File: config.mk
export PLATFORM = sky130hd
export DESIGN_NAME = draw_source_scheduler
export DESIGN_NICKNAME = d
export VERILOG_FILES = /design/src/rtl/draw_source_scheduler.sv
export SDC_FILE = /design/constraint.sdc
export NUM_CORES = 1
export LEC_CHECK = 0
export ABC_CLOCK_PERIOD_IN_PS = 2000
export CORE_ASPECT_RATIO = 2
export CORE_UTILIZATION = 48
export CTS_CLUSTER_DIAMETER = 200
export DETAILED_ROUTE_END_ITERATION = 16
export PLACE_DENSITY = 0.9
export SYNTH_ARGS = -nofsm -noshare
export SYNTH_HDL_FRONTEND = slang
export SYNTH_SLANG_ARGS = --single-unit
File: constraint.sdc
create_clock -name clk -period 2 [get_ports clk]
set_input_delay 0.4 -clock clk [delete_from_list [all_inputs] [get_ports clk]]
set_output_delay 0.4 -clock clk [all_outputs]
set_load 0.01 [all_outputs]
File: src/rtl/draw_source_scheduler.sv
// draw_source_scheduler
// Per-frame sequencer for the shared draw-manager write bus. On each frame
// pulse the sources 0..NUM_SOURCES-1 are granted the bus in order. While a
// source holds write_active its pixels are registered onto the framebuffer
// write port. A source that never answers its grant is skipped after
// TIMEOUT_CYCLES and flagged in the sticky source_timeout vector.
//
// Optional build feature: define DRAW_SOURCE_MASK_EN to add the
// source_enable input. A disabled source spends one cycle in GRANT with
// write_awaited low and then one cycle in NEXT, without counting a timeout.
// source_enable is sampled each time GRANT is entered.
module draw_source_scheduler #(
  parameter int NUM_SOURCES       = 4,
  parameter int SOURCE_SEL_ADDRW  = 2,
  parameter int COLOR_DEPTH       = 9,
  parameter int DRAW_WIDTH_ADDRW  = 9,
  parameter int DRAW_HEIGHT_ADDRW = 8,
  parameter int TIMEOUT_CYCLES    = 4096
) (
  input  logic                         clk,
  input  logic                         rst,
  input  logic                         frame,
  output logic [SOURCE_SEL_ADDRW-1:0]  write_source_sel,
  output logic                         write_awaited,
  input  logic                         write_active,
  input  logic [COLOR_DEPTH-1:0]       write_color_data,
  input  logic                         write_transparent,
  input  logic [DRAW_WIDTH_ADDRW-1:0]  write_x_addr,
  input  logic [DRAW_HEIGHT_ADDRW-1:0] write_y_addr,
  output logic                         fb_we,
  output logic [DRAW_WIDTH_ADDRW-1:0]  fb_x,
  output logic [DRAW_HEIGHT_ADDRW-1:0] fb_y,
  output logic [COLOR_DEPTH-1:0]       fb_data,
  output logic                         busy,
  output logic                         draw_done,
  output logic                         frame_overrun,
  output logic [NUM_SOURCES-1:0]       source_timeout
`ifdef DRAW_SOURCE_MASK_EN
  ,
  input  logic [NUM_SOURCES-1:0]       source_enable
`endif
);

  // Counter must hold TIMEOUT_CYCLES itself without wrapping.
  localparam int CNT_W = $clog2(TIMEOUT_CYCLES + 1);
  localparam logic [CNT_W-1:0] CNT_LAST = CNT_W'(TIMEOUT_CYCLES - 1);
  localparam logic [CNT_W-1:0] CNT_ZERO = CNT_W'(0);
  localparam logic [CNT_W-1:0] CNT_ONE  = CNT_W'(1);
  localparam logic [SOURCE_SEL_ADDRW-1:0] SEL_LAST = SOURCE_SEL_ADDRW'(NUM_SOURCES - 1);
  localparam logic [SOURCE_SEL_ADDRW-1:0] SEL_ZERO = SOURCE_SEL_ADDRW'(0);
  localparam logic [SOURCE_SEL_ADDRW-1:0] SEL_ONE  = SOURCE_SEL_ADDRW'(1);

  typedef enum logic [2:0] {
    ST_IDLE  = 3'd0,
    ST_GRANT = 3'd1,
    ST_DRAW  = 3'd2,
    ST_NEXT  = 3'd3,
    ST_DONE  = 3'd4
  } state_t;

  state_t                        state_r;
  logic [SOURCE_SEL_ADDRW-1:0]   sel_r;
  logic [CNT_W-1:0]              cnt_r;
  logic                          awaited_r;
  logic                          grant_en_r;
  logic                          busy_r;
  logic                          draw_done_r;
  logic                          frame_overrun_r;
  logic [NUM_SOURCES-1:0]        source_timeout_r;
  logic                          fb_we_r;
  logic [DRAW_WIDTH_ADDRW-1:0]   fb_x_r;
  logic [DRAW_HEIGHT_ADDRW-1:0]  fb_y_r;
  logic [COLOR_DEPTH-1:0]        fb_data_r;

  logic [SOURCE_SEL_ADDRW-1:0]   sel_nxt_s;
  logic                          en_first_s;
  logic                          en_next_s;
  logic                          capture_s;

  assign sel_nxt_s = sel_r + SEL_ONE;

`ifdef DRAW_SOURCE_MASK_EN
  // Enable bit of source 0 (new pass) and of the following source (NEXT).
  always_comb begin
    en_first_s = source_enable[0];
    en_next_s  = source_enable[sel_nxt_s];
  end
`else
  // Without the mask every source is always granted.
  always_comb begin
    en_first_s = 1'b1;
    en_next_s  = 1'b1;
  end
`endif

  // Pixel capture: only an opaque pixel from a granted, enabled source.
  always_comb begin
    capture_s = 1'b0;
    if (((state_r == ST_GRANT) && grant_en_r) || (state_r == ST_DRAW)) begin
      capture_s = write_active && !write_transparent;
    end else begin
      capture_s = 1'b0;
    end
  end

  // Sequencer FSM with registered bus-grant and status outputs.
  always_ff @(posedge clk) begin
    if (rst) begin
      state_r          <= ST_IDLE;
      sel_r            <= SEL_ZERO;
      cnt_r            <= CNT_ZERO;
      awaited_r        <= 1'b0;
      grant_en_r       <= 1'b0;
      busy_r           <= 1'b0;
      draw_done_r      <= 1'b0;
      frame_overrun_r  <= 1'b0;
      source_timeout_r <= {NUM_SOURCES{1'b0}};
    end else begin
      draw_done_r     <= 1'b0;
      frame_overrun_r <= 1'b0;
      if (frame && busy_r) begin
        // Restart the pass from source 0; the running source is abandoned.
        frame_overrun_r <= 1'b1;
        state_r         <= ST_GRANT;
        sel_r           <= SEL_ZERO;
        cnt_r           <= CNT_ZERO;
        awaited_r       <= en_first_s;
        grant_en_r      <= en_first_s;
        busy_r          <= 1'b1;
      end else begin
        case (state_r)
          ST_IDLE: begin
            if (frame) begin
              state_r    <= ST_GRANT;
              sel_r      <= SEL_ZERO;
              cnt_r      <= CNT_ZERO;
              awaited_r  <= en_first_s;
              grant_en_r <= en_first_s;
              busy_r     <= 1'b1;
            end else begin
              state_r    <= ST_IDLE;
              sel_r      <= SEL_ZERO;
              awaited_r  <= 1'b0;
              busy_r     <= 1'b0;
            end
          end
          ST_GRANT: begin
            if (!grant_en_r) begin
              state_r   <= ST_NEXT;
              awaited_r <= 1'b0;
            end else if (write_active) begin
              state_r                 <= ST_DRAW;
              awaited_r               <= 1'b0;
              source_timeout_r[sel_r] <= 1'b0;
            end else if (cnt_r == CNT_LAST) begin
              state_r                 <= ST_NEXT;
              awaited_r               <= 1'b0;
              source_timeout_r[sel_r] <= 1'b1;
            end else begin
              cnt_r <= cnt_r + CNT_ONE;
            end
          end
          ST_DRAW: begin
            if (!write_active) begin
              state_r <= ST_NEXT;
            end else begin
              state_r <= ST_DRAW;
            end
          end
          ST_NEXT: begin
            cnt_r <= CNT_ZERO;
            if (sel_r == SEL_LAST) begin
              state_r     <= ST_DONE;
              busy_r      <= 1'b0;
              draw_done_r <= 1'b1;
            end else begin
              state_r    <= ST_GRANT;
              sel_r      <= sel_nxt_s;
              awaited_r  <= en_next_s;
              grant_en_r <= en_next_s;
            end
          end
          ST_DONE: begin
            if (frame) begin
              // Back-to-back pass: not an overrun since the pass just ended.
              state_r    <= ST_GRANT;
              sel_r      <= SEL_ZERO;
              cnt_r      <= CNT_ZERO;
              awaited_r  <= en_first_s;
              grant_en_r <= en_first_s;
              busy_r     <= 1'b1;
            end else begin
              state_r <= ST_IDLE;
              sel_r   <= SEL_ZERO;
            end
          end
          default: begin
            state_r   <= ST_IDLE;
            sel_r     <= SEL_ZERO;
            cnt_r     <= CNT_ZERO;
            awaited_r <= 1'b0;
            busy_r    <= 1'b0;
          end
        endcase
      end
    end
  end

  // Framebuffer write port: one-cycle registered copy of captured pixels.
  always_ff @(posedge clk) begin
    if (rst) begin
      fb_we_r   <= 1'b0;
      fb_x_r    <= {DRAW_WIDTH_ADDRW{1'b0}};
      fb_y_r    <= {DRAW_HEIGHT_ADDRW{1'b0}};
      fb_data_r <= {COLOR_DEPTH{1'b0}};
    end else begin
      fb_we_r <= capture_s;
      if (capture_s) begin
        fb_x_r    <= write_x_addr;
        fb_y_r    <= write_y_addr;
        fb_data_r <= write_color_data;
      end else begin
        fb_x_r    <= fb_x_r;
        fb_y_r    <= fb_y_r;
        fb_data_r <= fb_data_r;
      end
    end
  end

  assign write_source_sel = sel_r;
  assign write_awaited    = awaited_r;
  assign busy             = busy_r;
  assign draw_done        = draw_done_r;
  assign frame_overrun    = frame_overrun_r;
  assign source_timeout   = source_timeout_r;
  assign fb_we            = fb_we_r;
  assign fb_x             = fb_x_r;
  assign fb_y             = fb_y_r;
  assign fb_data          = fb_data_r;

endmodule

==> flow_summary.html <==
<table>
<tr><th>Metric</th><th>Value</th></tr>
<tr><th colspan="2">Yosys</th></tr>
<tr><td>Simple-gate portion of the synthesized area</td><td>0.204</td></tr>
<tr><td>Most area-hungry cell type in the Yosys netlist</td><td>dfxtp_1</td></tr>
<tr><td>Number of different library cells in the post-synthesis netlist</td><td>49</td></tr>
<tr><td>Synthesized-area fraction occupied by adder cells</td><td>0.0247</td></tr>
<tr><td>Area fraction in compound gates after synthesis</td><td>0.183</td></tr>
<tr><td>Post-synthesis sequential element count</td><td>54</td></tr>
<tr><td>Cells taking the most area after synthesis</td><td>dfxtp_1 (43%), mux2i_1 (11%), nor2_1 (5.6%)</td></tr>
<tr><td>Multiplexer area fraction after synthesis</td><td>0.111</td></tr>
<tr><td>Avg Inst Size Synth</td><td>9.53 sq um</td></tr>
<tr><td>Synthesized cell area</td><td>0.00253 sq mm</td></tr>
<tr><td>Proportion of register bits with asynchronous set or reset after synthesis</td><td>0</td></tr>
<tr><td>Parity-gate share of the synthesized area counting xor and xnor cells</td><td>0</td></tr>
<tr><td>Cell count after synthesis</td><td>266</td></tr>
<tr><td>Dominant register cell in the synthesized netlist</td><td>dfxtp_1</td></tr>
<tr><td>Number of enable-type register cells in the synthesized netlist</td><td>0</td></tr>
<tr><td>Seq/Total Area, Yosys</td><td>0.427</td></tr>
<tr><td>Count of yosys warnings during synthesis</td><td>0</td></tr>
<tr><td>Share of Yosys cell area claimed by the top area cell type</td><td>0.427</td></tr>
<tr><td>Post-synthesis net count</td><td>302</td></tr>
<tr><td>Dominant combinational cell family by area after synthesis</td><td>simple AND/OR/NAND/NOR gates</td></tr>
<tr><th colspan="2">Drt</th></tr>
<tr><td>Final ANT Viol Nets</td><td>0</td></tr>
<tr><td>First-iteration detailed-routing DRC count</td><td>59</td></tr>
<tr><td>Post-detailed-route wirelength per cell</td><td>15.6 microns</td></tr>
<tr><td>Routed vias/inst</td><td>5.57</td></tr>
<tr><td>DRC violations left</td><td>0</td></tr>
<tr><td>Number of detailed-routing iterations run before antenna repair</td><td>4</td></tr>
<tr><td>Final wirelength</td><td>6.26 mm</td></tr>
<tr><td>Vias</td><td>2,241</td></tr>
<tr><th colspan="2">Critical path</th></tr>
<tr><td>Required @ worst endpoint</td><td>2.21 ns</td></tr>
<tr><td>Worst path cell trace</td><td>ha_1, nand4_1, o31ai_4, a31oi_1, a311oi_1</td></tr>
<tr><td>Worst EP arrival</td><td>2.03 ns</td></tr>
<tr><td>Slack of the worst reg-to-reg path</td><td>0.17 ns</td></tr>
<tr><td>Endpoint class of the critical path</td><td>flop</td></tr>
<tr><td>Cell with the largest stage delay on the worst path</td><td>o31ai_4</td></tr>
<tr><td>Worst Path Class, Setup</td><td>reg -&gt; reg</td></tr>
<tr><td>Crit path largest cell delay</td><td>0.40 ns</td></tr>
<tr><td>Largest fanout on the critical path</td><td>6</td></tr>
<tr><td>Origin of the critical flop-to-flop path</td><td>cnt_r[0]</td></tr>
<tr><td>Worst-case reg-to-reg path depth</td><td>5</td></tr>
<tr><td>CP startpoint kind</td><td>flop</td></tr>
<tr><th colspan="2">Hold path</th></tr>
<tr><td>Hold Path End</td><td>write_awaited</td></tr>
<tr><td>Number of cells on the worst hold path</td><td>2</td></tr>
<tr><td>Worst hold path class</td><td>reg -&gt; reg</td></tr>
<tr><td>Worst Hold Launch</td><td>write_awaited</td></tr>
<tr><th colspan="2">Floorplanning</th></tr>
<tr><td>Vertical die dimension</td><td>105 microns</td></tr>
<tr><td>Die W</td><td>53.4 microns</td></tr>
<tr><td>Initial Util</td><td>0.498</td></tr>
<tr><td>Std-Cell Rows</td><td>37</td></tr>
<tr><td>Ports</td><td>68</td></tr>
<tr><td>Die Outline Area</td><td>0.00559 sq mm</td></tr>
<tr><td>Area inside the core boundary</td><td>0.00509 sq mm</td></tr>
<tr><th colspan="2">CTS</th></tr>
<tr><td>H-Tree Depth</td><td>2</td></tr>
<tr><td>Post-CTS resize count</td><td>0</td></tr>
<tr><td>Inserted Clock Buffers</td><td>5</td></tr>
<tr><td>Source-to-sink clock delay at the later pin of the worst-skew pair</td><td>0.30 ns</td></tr>
<tr><td>Setup Fix Bufs, Post-CTS</td><td>0</td></tr>
<tr><td>Number of sinks handled by clock tree synthesis</td><td>54</td></tr>
<tr><td>Maximum clock insertion buffer count</td><td>2</td></tr>
<tr><td>CTS Root Buffer Type</td><td>clkbuf_8</td></tr>
<tr><td>CTS tree</td><td>yes</td></tr>
<tr><td>Clock transition time at the flip-flop clock pins of the worst setup and hold paths</td><td>0.09 ns</td></tr>
<tr><td>CTS Hold Bufs</td><td>0</td></tr>
<tr><th colspan="2">Run status</th></tr>
<tr><td>Result of the run</td><td>finished clean</td></tr>
<tr><th colspan="2">Power</th></tr>
<tr><td>Power Dens Cells</td><td>754 mW/mm^2</td></tr>
<tr><td>Power, Total</td><td>2660 uW</td></tr>
<tr><td>Cell leakage power</td><td>0.00124 uW</td></tr>
<tr><td>Largest vdd supply drop</td><td>0.000512 V</td></tr>
<tr><th colspan="2">STA</th></tr>
<tr><td>Post-Route Setup TNS</td><td>0 ns</td></tr>
<tr><td>Skew final</td><td>0.00653 ns</td></tr>
<tr><td>Final setup vio count</td><td>0</td></tr>
<tr><td>Fin crit period</td><td>1.83 ns</td></tr>
<tr><td>Count of final hold-check violations</td><td>0</td></tr>
<tr><td>RSZ-0062 raised after global routing</td><td>false</td></tr>
<tr><td>Final max-slew violation count</td><td>0</td></tr>
<tr><td>Worst Max-Slew Pin Slew</td><td>0.405 ns</td></tr>
<tr><td>Relative max-transition margin</td><td>0.727</td></tr>
<tr><td>Period Utilization, post-route</td><td>0.913</td></tr>
<tr><td>Highest attainable clock frequency</td><td>0.548 GHz</td></tr>
<tr><th colspan="2">GRT</th></tr>
<tr><td>Via count of the first global-routing pass</td><td>2,186</td></tr>
<tr><td>Pin count of the biggest net entering global routing</td><td>38</td></tr>
<tr><td>Antenna violations before repair</td><td>0</td></tr>
<tr><td>Global-route usage over all layers</td><td>0.236</td></tr>
<tr><td>Gr ovfl total</td><td>0</td></tr>
<tr><td>Wire length of the first global-routing pass</td><td>9.85 mm</td></tr>
<tr><th colspan="2">Cells and area</th></tr>
<tr><td>Area Overhead vs Synth</td><td>39.3%</td></tr>
<tr><td>Fillers</td><td>389</td></tr>
<tr><td>Number of antenna cells inserted</td><td>0</td></tr>
<tr><td>Final Instance Area</td><td>0.00353 sq mm</td></tr>
<tr><td>Number of nets in the finished design</td><td>379</td></tr>
<tr><td>Layout cell share with drive strength beyond 1</td><td>0.137</td></tr>
<tr><th colspan="2">Run</th></tr>
<tr><td>Max-cap viol count</td><td>0</td></tr>
<tr><th colspan="2">Place</th></tr>
<tr><td>Buffers on Ports</td><td>67</td></tr>
<tr><td>Cell area after placement</td><td>0.00338 sq mm</td></tr>
<tr><td>Hpwl dp</td><td>4.83 mm</td></tr>
<tr><td>Final RePlAce weighted congestion</td><td>0.820</td></tr>
</table>
==> cells in the mapped netlist (3+ instances only) <==
cell type  number
nand3_1         6
o21ai_1         6
nand2_1        13
or3_1           3
mux2i_1        27
dfxtp_1        54
nand2b_1        7
and3_1          4
a31oi_2         7
nor2_1         38
a311oi_1        4
nand4_1         4
inv_1           8
clkbuf_1        9
a41oi_1         3
nor2b_1         4
a22oi_1         3
and4_1          4
ha_1            5
a31oi_1        10
buf_6           4
a21oi_1         9
==> where the power goes <==
group          total [uW]  internal, uW  switching (uW)
Clock                 875           533             341
Sequential           1180          1130            54.6
Combinational         604           313             290
Total                2660          1970             686
==> metal layers <==
layer  share of wire  global-route usage
met3           0.033              0.0393
met1            0.36               0.216
met4           0.024              0.0959
met2            0.59               0.463
met5               0                   0
==> critical path: cells and delay by family, from the launching register on <==
kind / cells / cell delay [ns]
flip-flops: 1 / 0.39
AND/OR/NAND/NOR: 1 / 0.26
adder cells (fa/ha/maj): 1 / 0.27
AO/OA/AOI/OAI: 3 / 0.81
==> stage by stage <==
step	util	hold slack, ns	setup slack, ns	cells
6_report	0.693	0.484	0.175	402
5_1_grt	0.693	0.483	0.0468	402
4_1_cts	0.691	0.471	0.0837	402
3_5_place_dp	0.663	0.447	-0.130	394
3_3_place_gp	0.663	0.441	-0.0770	394
2_1_floorplan	-	0.415	0.260	266
==> worst max path at each step <==
stage / to / slack, ns / depth (start not counted) / start
after floorplan: fb_x[0] / 0.26 / 7 / write_active
after global placement: cnt_r[11] / -0.08 / 7 / write_active
after detailed placement: fb_y[3] / -0.13 / 6 / write_active
after CTS: flop / 0.08 / 5 / cnt_r[0]
after global routing: fb_x[3] / 0.05 / 5 / state_r[0]
final: flop / 0.17 / 5 / cnt_r[0]
==> cells by family (layout without fill, tap and decap cells) <==
family | after synthesis | after routing
compound gates | 58 | 58
fa+ha+maj | 5 | 5
buf+inv | 25 | 103
flops | 54 | 54
mux | 28 | 28
simple gates | 96 | 96
==> cell usage in the layout, fill, tap and decap left out, types with 2 or more instances in the layout <==
cell	count
nor2_1	38
nand3_1	6
nand4_1	4
a31oi_2	7
or3b_1	2
buf_4	16
a311oi_1	4
nor2b_1	4
a21oi_1	9
nand3b_1	2
o211ai_2	2
or3_1	3
nand4b_1	2
bufinv_16	2
o21ai_1	6
mux2i_1	27
and4_1	4
nand2b_1	7
dfxtp_1	53
ha_1	5
nand2_1	13
and3_1	3
a31oi_1	10
inv_1	8
buf_12	3
clkbuf_8	6
clkdlybuf4s50_1	67
a22oi_1	3
and2_1	2
a41oi_1	3
o21ai_0	2
==> layout make-up <==
| type | instances | area (sq um) | share of cell area |
|---|---|---|---|
| Inverter | 9 | 33.8 | 0.00957 |
| Multi-Input combinational cell | 187 | 1350 | 0.382 |
| Clock inverter | 2 | 60.1 | 0.0170 |
| Tap cell | 58 | 72.6 | 0.0206 |
| Clock buffer | 6 | 82.6 | 0.0234 |
| Sequential cell | 54 | 1080 | 0.307 |
| Timing Repair Buffer | 86 | 851 | 0.241 |
==> sequential cells by signal, indices dropped and copies added (netlist names), named ones only <==
register / cells
grant_en_r: 1
write_source_sel: 2
cnt_r: 13
draw_done: 1
frame_overrun: 1
fb_x: 9
fb_we: 1
fb_y: 8
busy: 1
fb_data: 9
state_r: 3
write_awaited: 1
Power figures use the tool's default switching activity.
